--- src/rtl/vga_colour_source_pkg.sv ---
// Shared definitions for the VGA background colour source: mode encodings and the
// fixed 8-entry rrr_ggg_bb palette.
package vga_colour_source_pkg;

    typedef enum logic [1:0] {
        MODE_MANUAL  = 2'd0,
        MODE_PALETTE = 2'd1,
        MODE_AUTO    = 2'd2,
        MODE_ILLEGAL = 2'd3
    } mode_e;

    localparam logic [7:0] RESET_COLOUR = 8'hFF;

    function automatic logic [7:0] palette_colour(input logic [2:0] idx);
        logic [7:0] colour;
        case (idx)
            3'd0:    colour = 8'hFF;
            3'd1:    colour = 8'hE0;
            3'd2:    colour = 8'h1C;
            3'd3:    colour = 8'h03;
            3'd4:    colour = 8'hFC;
            3'd5:    colour = 8'h1F;
            3'd6:    colour = 8'hE3;
            default: colour = 8'h00;
        endcase
        return colour;
    endfunction

    // The unused encoding falls back to MANUAL so a corrupted mode recovers in one step.
    function automatic mode_e next_mode(input mode_e cur);
        mode_e nxt;
        case (cur)
            MODE_MANUAL:  nxt = MODE_PALETTE;
            MODE_PALETTE: nxt = MODE_AUTO;
            default:      nxt = MODE_MANUAL;
        endcase
        return nxt;
    endfunction

endpackage

--- src/rtl/vga_colour_source_debounce.sv ---
// Push-button conditioner: 2-flop synchroniser, stability counter and a one-clock
// press pulse on the accepted released->pressed transition.
module vga_colour_source_debounce #(
    parameter int DEBOUNCE_CYCLES = 1000000
) (
    input  logic clk,
    input  logic rst,
    input  logic raw,
    output logic level,
    output logic press
);

    localparam int               CNT_W    = $clog2(DEBOUNCE_CYCLES + 1);
    localparam logic [CNT_W-1:0] CNT_LAST = CNT_W'(DEBOUNCE_CYCLES - 1);

    logic             r_sync1;
    logic             r_sync2;
    logic             r_level;
    logic             r_press;
    logic [CNT_W-1:0] r_cnt;

    logic w_differs;
    logic w_accept;

    // The counter only runs while the sampled input disagrees with the accepted level,
    // so any agreeing sample restarts the stability window.
    assign w_differs = (r_sync2 != r_level);
    assign w_accept  = w_differs && (r_cnt == CNT_LAST);

    always_ff @(posedge clk or posedge rst) begin
        if (rst) begin
            r_sync1 <= 1'b0;
            r_sync2 <= 1'b0;
            r_level <= 1'b0;
            r_press <= 1'b0;
            r_cnt   <= '0;
        end else begin
            r_sync1 <= raw;
            r_sync2 <= r_sync1;
            r_press <= w_accept & r_sync2;
            if (!w_differs) begin
                r_cnt <= '0;
            end else if (w_accept) begin
                r_cnt   <= '0;
                r_level <= r_sync2;
            end else begin
                r_cnt <= r_cnt + CNT_W'(1);
            end
        end
    end

    assign level = r_level;
    assign press = r_press;

endmodule

--- src/rtl/vga_colour_source.sv ---
// Background colour source for the VGA core: chooses switches, stepped palette or
// auto-cycling palette, and applies every change only at frame start.
module vga_colour_source
    import vga_colour_source_pkg::*;
#(
    parameter int DEBOUNCE_CYCLES = 1000000,
    parameter int AUTO_FRAMES     = 60
) (
    input  logic       clk,
    input  logic       rst,
    input  logic       vs,
    input  logic [7:0] sw,
    input  logic       btn_mode,
    input  logic       btn_next,
    output logic [7:0] data,
    output logic [1:0] mode,
    output logic       frame_tick
);

    localparam int                FCNT_W    = $clog2(AUTO_FRAMES + 1);
    localparam logic [FCNT_W-1:0] FCNT_LAST = FCNT_W'(AUTO_FRAMES - 1);

    logic              r_vs_s1;
    logic              r_vs_s2;
    logic              r_vs_prev;
    logic [7:0]        r_sw_s1;
    logic [7:0]        r_sw_s2;
    logic              r_frame_tick;
    mode_e             r_mode;
    logic [2:0]        r_index;
    logic [FCNT_W-1:0] r_frame_cnt;
    logic              r_pend_mode;
    logic              r_pend_next;
    logic [7:0]        r_data;

    logic              w_vs_fall;
    logic              w_mode_press;
    logic              w_next_press;
    mode_e             w_mode_n;
    logic [2:0]        w_index_n;
    logic [FCNT_W-1:0] w_frame_cnt_n;
    logic [7:0]        w_data_n;
    logic              w_pend_mode_n;
    logic              w_pend_next_n;

    vga_colour_source_debounce #(
        .DEBOUNCE_CYCLES(DEBOUNCE_CYCLES)
    ) u_db_mode (
        .clk  (clk),
        .rst  (rst),
        .raw  (btn_mode),
        .level(),
        .press(w_mode_press)
    );

    vga_colour_source_debounce #(
        .DEBOUNCE_CYCLES(DEBOUNCE_CYCLES)
    ) u_db_next (
        .clk  (clk),
        .rst  (rst),
        .raw  (btn_next),
        .level(),
        .press(w_next_press)
    );

    assign w_vs_fall = r_vs_prev & ~r_vs_s2;

    always_ff @(posedge clk or posedge rst) begin
        if (rst) begin
            r_vs_s1      <= 1'b1;
            r_vs_s2      <= 1'b1;
            r_vs_prev    <= 1'b1;
            r_sw_s1      <= 8'h00;
            r_sw_s2      <= 8'h00;
            r_frame_tick <= 1'b0;
        end else begin
            r_vs_s1      <= vs;
            r_vs_s2      <= r_vs_s1;
            r_vs_prev    <= r_vs_s2;
            r_sw_s1      <= sw;
            r_sw_s2      <= r_sw_s1;
            r_frame_tick <= w_vs_fall;
        end
    end

    // A press landing on the tick cycle survives the clear and is served next frame.
    always_comb begin
        w_pend_mode_n = (r_frame_tick ? 1'b0 : r_pend_mode) | w_mode_press;
        w_pend_next_n = (r_frame_tick ? 1'b0 : r_pend_next) | w_next_press;
    end

    always_comb begin
        w_mode_n      = r_mode;
        w_index_n     = r_index;
        w_frame_cnt_n = r_frame_cnt;
        w_data_n      = r_data;
        if (r_frame_tick) begin
            if (r_pend_mode) begin
                w_mode_n      = next_mode(r_mode);
                w_frame_cnt_n = '0;
            end else if (r_mode == MODE_ILLEGAL) begin
                w_mode_n = MODE_MANUAL;
            end else if ((r_mode == MODE_PALETTE) && r_pend_next) begin
                w_index_n = r_index + 3'd1;
            end else if (r_mode == MODE_AUTO) begin
                if (r_frame_cnt == FCNT_LAST) begin
                    w_frame_cnt_n = '0;
                    w_index_n     = r_index + 3'd1;
                end else begin
                    w_frame_cnt_n = r_frame_cnt + FCNT_W'(1);
                end
            end
            w_data_n = (w_mode_n == MODE_MANUAL) ? r_sw_s2 : palette_colour(w_index_n);
        end
    end

    always_ff @(posedge clk or posedge rst) begin
        if (rst) begin
            r_mode      <= MODE_MANUAL;
            r_index     <= 3'd0;
            r_frame_cnt <= '0;
            r_pend_mode <= 1'b0;
            r_pend_next <= 1'b0;
            r_data      <= RESET_COLOUR;
        end else begin
            r_mode      <= w_mode_n;
            r_index     <= w_index_n;
            r_frame_cnt <= w_frame_cnt_n;
            r_pend_mode <= w_pend_mode_n;
            r_pend_next <= w_pend_next_n;
            r_data      <= w_data_n;
        end
    end

    assign data       = r_data;
    assign mode       = r_mode;
    assign frame_tick = r_frame_tick;

endmodule

--- config.mk ---
export PLATFORM = sky130hd
export DESIGN_NAME = vga_colour_source
export DESIGN_NICKNAME = d
export VERILOG_FILES = /design/src/rtl/vga_colour_source_pkg.sv /design/src/rtl/vga_colour_source_debounce.sv /design/src/rtl/vga_colour_source.sv
export SDC_FILE = /design/constraint.sdc
export NUM_CORES = 1
export LEC_CHECK = 0
export ABC_AREA = 1
export ABC_CLOCK_PERIOD_IN_PS = 4420
export CORE_MARGIN = 2
export CORE_UTILIZATION = 33
export DETAILED_ROUTE_END_ITERATION = 8
export PLACE_DENSITY_LB_ADDON = 0.25
export RECOVER_POWER = 50
export SETUP_SLACK_MARGIN = 0.02
export SYNTH_ARGS = -nofsm -noshare
export SYNTH_HDL_FRONTEND = slang
export SYNTH_SLANG_ARGS = --single-unit
--- constraint.sdc ---
create_clock -name clk -period 4.42 [get_ports clk]
set_input_delay 0.884 -clock clk [delete_from_list [all_inputs] [get_ports clk]]
set_output_delay 0.884 -clock clk [all_outputs]
set_load 0.01 [all_outputs]
==> results.ini <==
[route]
wl_met1_mm=3.41
wl_per_cell_um=11.3
vias=2836
drcViolationCount=0
wl_mm=7.01
routed.top_layer=met4
drt_pass1_iterations=4
ant_nets=0
drt_iter0_drc=116
route.detailed.vias_per_inst=4.57
met2_length_mm=3.30
wl_met3_um=173

[sta]
fmax_mhz=356
finalHoldViolations=0
fin_tns_setup_ns=0
layout_setup_ws_ns=1.61
fin_crit_ns=2.81
final_max_slew_viol_count=58
worst_slew_pin_slew_ns=2.36
clock-skew-final_ns=0.00655
setup_violations=0
grt_setup_unrepaired=false
fin_crit_sh_pct=63.5
maxSlewHeadroom_pct=-58.4

[synth]
syn_inst=438
ys_seq_area_share_pct=56.1
syn_avg_cell_area_sq_um=9.12
synth_edf_count=0
synth.most_common_cell=nand2_1
yosysTopAreaCell=dfrtp_1
synth_seq_cells=89
synthFlopType=dfrtp_1
yosys_warnings=0
syn_nets=455
async_reset_ff_share_pct=100
synthTopCellsByArea=dfrtp_1 49%, nand2_1 7.7%, dfstp_2 7.2%
synthDistinctLibCells=36
netlist_top_cells_count=82 x nand2_1, 78 x dfrtp_1, 52 x inv_1, 49 x nor2_1, 27 x a21oi_1
synth_top_area_share_pct=48.9
syn-cell-area_sq_mm=0.00399

[cells_and_area]
final_cell_area_sq_mm=0.00470
area_growth_pct=17.6
seqCellArea_sq_mm=0.00224
fillCellCount=1191
nets=486
drive_gt1_share_pct=11.2
multiInputGateArea_sq_mm=0.00148
antennaDiodeCount=0

[placement]
place_area_sq_mm=0.00440
dp_slack_ns=2.10
io_buffers=23
gp_congestion=0.809
hpwl_mm=5.12

[power_and_ir_drop]
ir_drop_mv=0.163
fin_total_pwr_mw=1.74
leakagePower_nw=2.13
powerDensity_mw_per_mm2=370

[setup_path]
cp_data_arrival_time_ns=3.26
crit_fanout=57
required_ns=4.87
path_cells=dlygate4sd3_1 -> clkinvlp_2 -> buf_4
critPathCaptureType=asynchronous set/reset pin
path_delay_family=buffers and inverters
slowest_delay_ns=1.35
critPathSlowestCell=clkinvlp_2
worstSetupPathType=in2async
path_buf_inv=3
startpoint_type=input port

[clock_network]
clk_latency_ns=0.33
hold_buffers=0
cts_buffers=9
root_buffer=clkbuf_16
clk_pin_slew_ns=0.06
cts_resized=0
cts_tree=yes
cts.sinks=89
clockBufferDepth=2
htreeDepth=3
postCtsSetupRepairBufs=0

[die]
die_y_um=114
core_area_sq_mm=0.0119
rows=40
die_w_um=114
initial_utilization_pct=33.5
io_pins=24
dieArea_sq_mm=0.0130

[global_route]
grt_first_pass_wirelength_mm=12.6
antenna_found_initial=0
grt_usage_pct=12.1
grt_max_degree=58
grt_pass1_vias=2781
grt.overflow.total=0

[outcome]
outcome=complete, but fails checks
violations=max-capacitance violations, max-slew violations

[flow_run]
maxCapViolations=1

[min_path]
hp-class=reg2reg

==> kinds of logic (layout without fill, tap and decap cells) <==
family | count (synthesis) | count (layout) | share of synthesized area, %
compound gates | 59 | 59 | 8.15
fa+ha+maj | 4 | 4 | 1.25
simple gates | 205 | 205 | 24.9
buf+inv | 66 | 102 | 6.27
flops | 89 | 89 | 56.1
xor+xnor | 15 | 15 | 3.29
==> final timing paths <==
check	from	endpoint	slack, ns	depth (start not counted)
max in group clk	frame_tick$_DFF_PP0_	frame_tick	1.87	1
min in group asynchronous	rst	u_db_next.r_cnt[7]$_DFF_PP0_	1.65	2
min	r_sw_s1[6]$_DFF_PP0_	r_sw_s2[6]$_DFF_PP0_	0.34	0
max reg2reg	u_db_next.r_cnt[0]$_DFF_PP0_	u_db_next.r_cnt[16]$_DFF_PP0_	2.39	11
min reg2reg	r_sw_s1[6]$_DFF_PP0_	r_sw_s2[6]$_DFF_PP0_	0.34	0
max	rst	data[2]$_DFFE_PP1P_	1.61	3
==> layout by cell type, fill, tap and decap left out, types with 11 or more instances in the layout <==
cell type,count
nand2_1,83
nor3_1,12
nand3_1,24
inv_1,52
dfrtp_1,78
clkdlybuf4s50_1,11
a21oi_1,27
o21ai_0,16
dlygate4sd3_1,12
nor2_1,51
==> final cells by class <==
| cell class | count | area share [%] |
|---|---|---|
| tap | 147 | 3.92 |
| multi-input combinational | 283 | 31.6 |
| clock buffer | 11 | 4.95 |
| inverter | 61 | 4.90 |
| timing repair buffer | 25 | 5.22 |
| sequential | 89 | 47.7 |
| clock inverter | 5 | 1.70 |
==> sequential cells by signal (all words and copies together) (netlist names), 2 cells and up <==
name	cells
data	8
u_db_next.r_cnt	20
r_index	3
r_sw_s1	8
mode	2
u_db_mode.r_cnt	20
r_frame_cnt	6
r_sw_s2	8
==> metal layers <==
layer  up-vias  global-route usage (%)
met1      1321                    15.9
met3         8                    2.92
met4         0                    5.37
li1       1479                       -
met5         -                       0
met2        28                    19.1
==> worst reg2reg max path, stage by stage, from the launching register on <==
cell and delay [ns]:
dfrtp_1 0.39, ha_1 0.20, nand3_1 0.12, nor2_1 0.25
nand3_1 0.15, nor2_1 0.14, inv_2 0.07, nor2_4 0.11
nand2_2 0.10, nor3_4 0.19, a21oi_1 0.09, o21a_1 0.12
==> report_power, final <==
part           switching, mW  internal (mW)  total, mW
Clock                  0.297          0.494      0.791
Sequential            0.0141          0.847      0.861
Combinational         0.0464         0.0380     0.0844
==> through the flow <==
step,hold WS (ns),utilization (%),instances
after CTS,0.346,39.6,621
after floorplan,0.331,-,438
after global routing,0.354,39.4,621
after global placement,0.336,37.0,605
after detailed placement,0.336,37.0,605
final,0.342,39.4,621
Power figures use the tool's default switching activity.
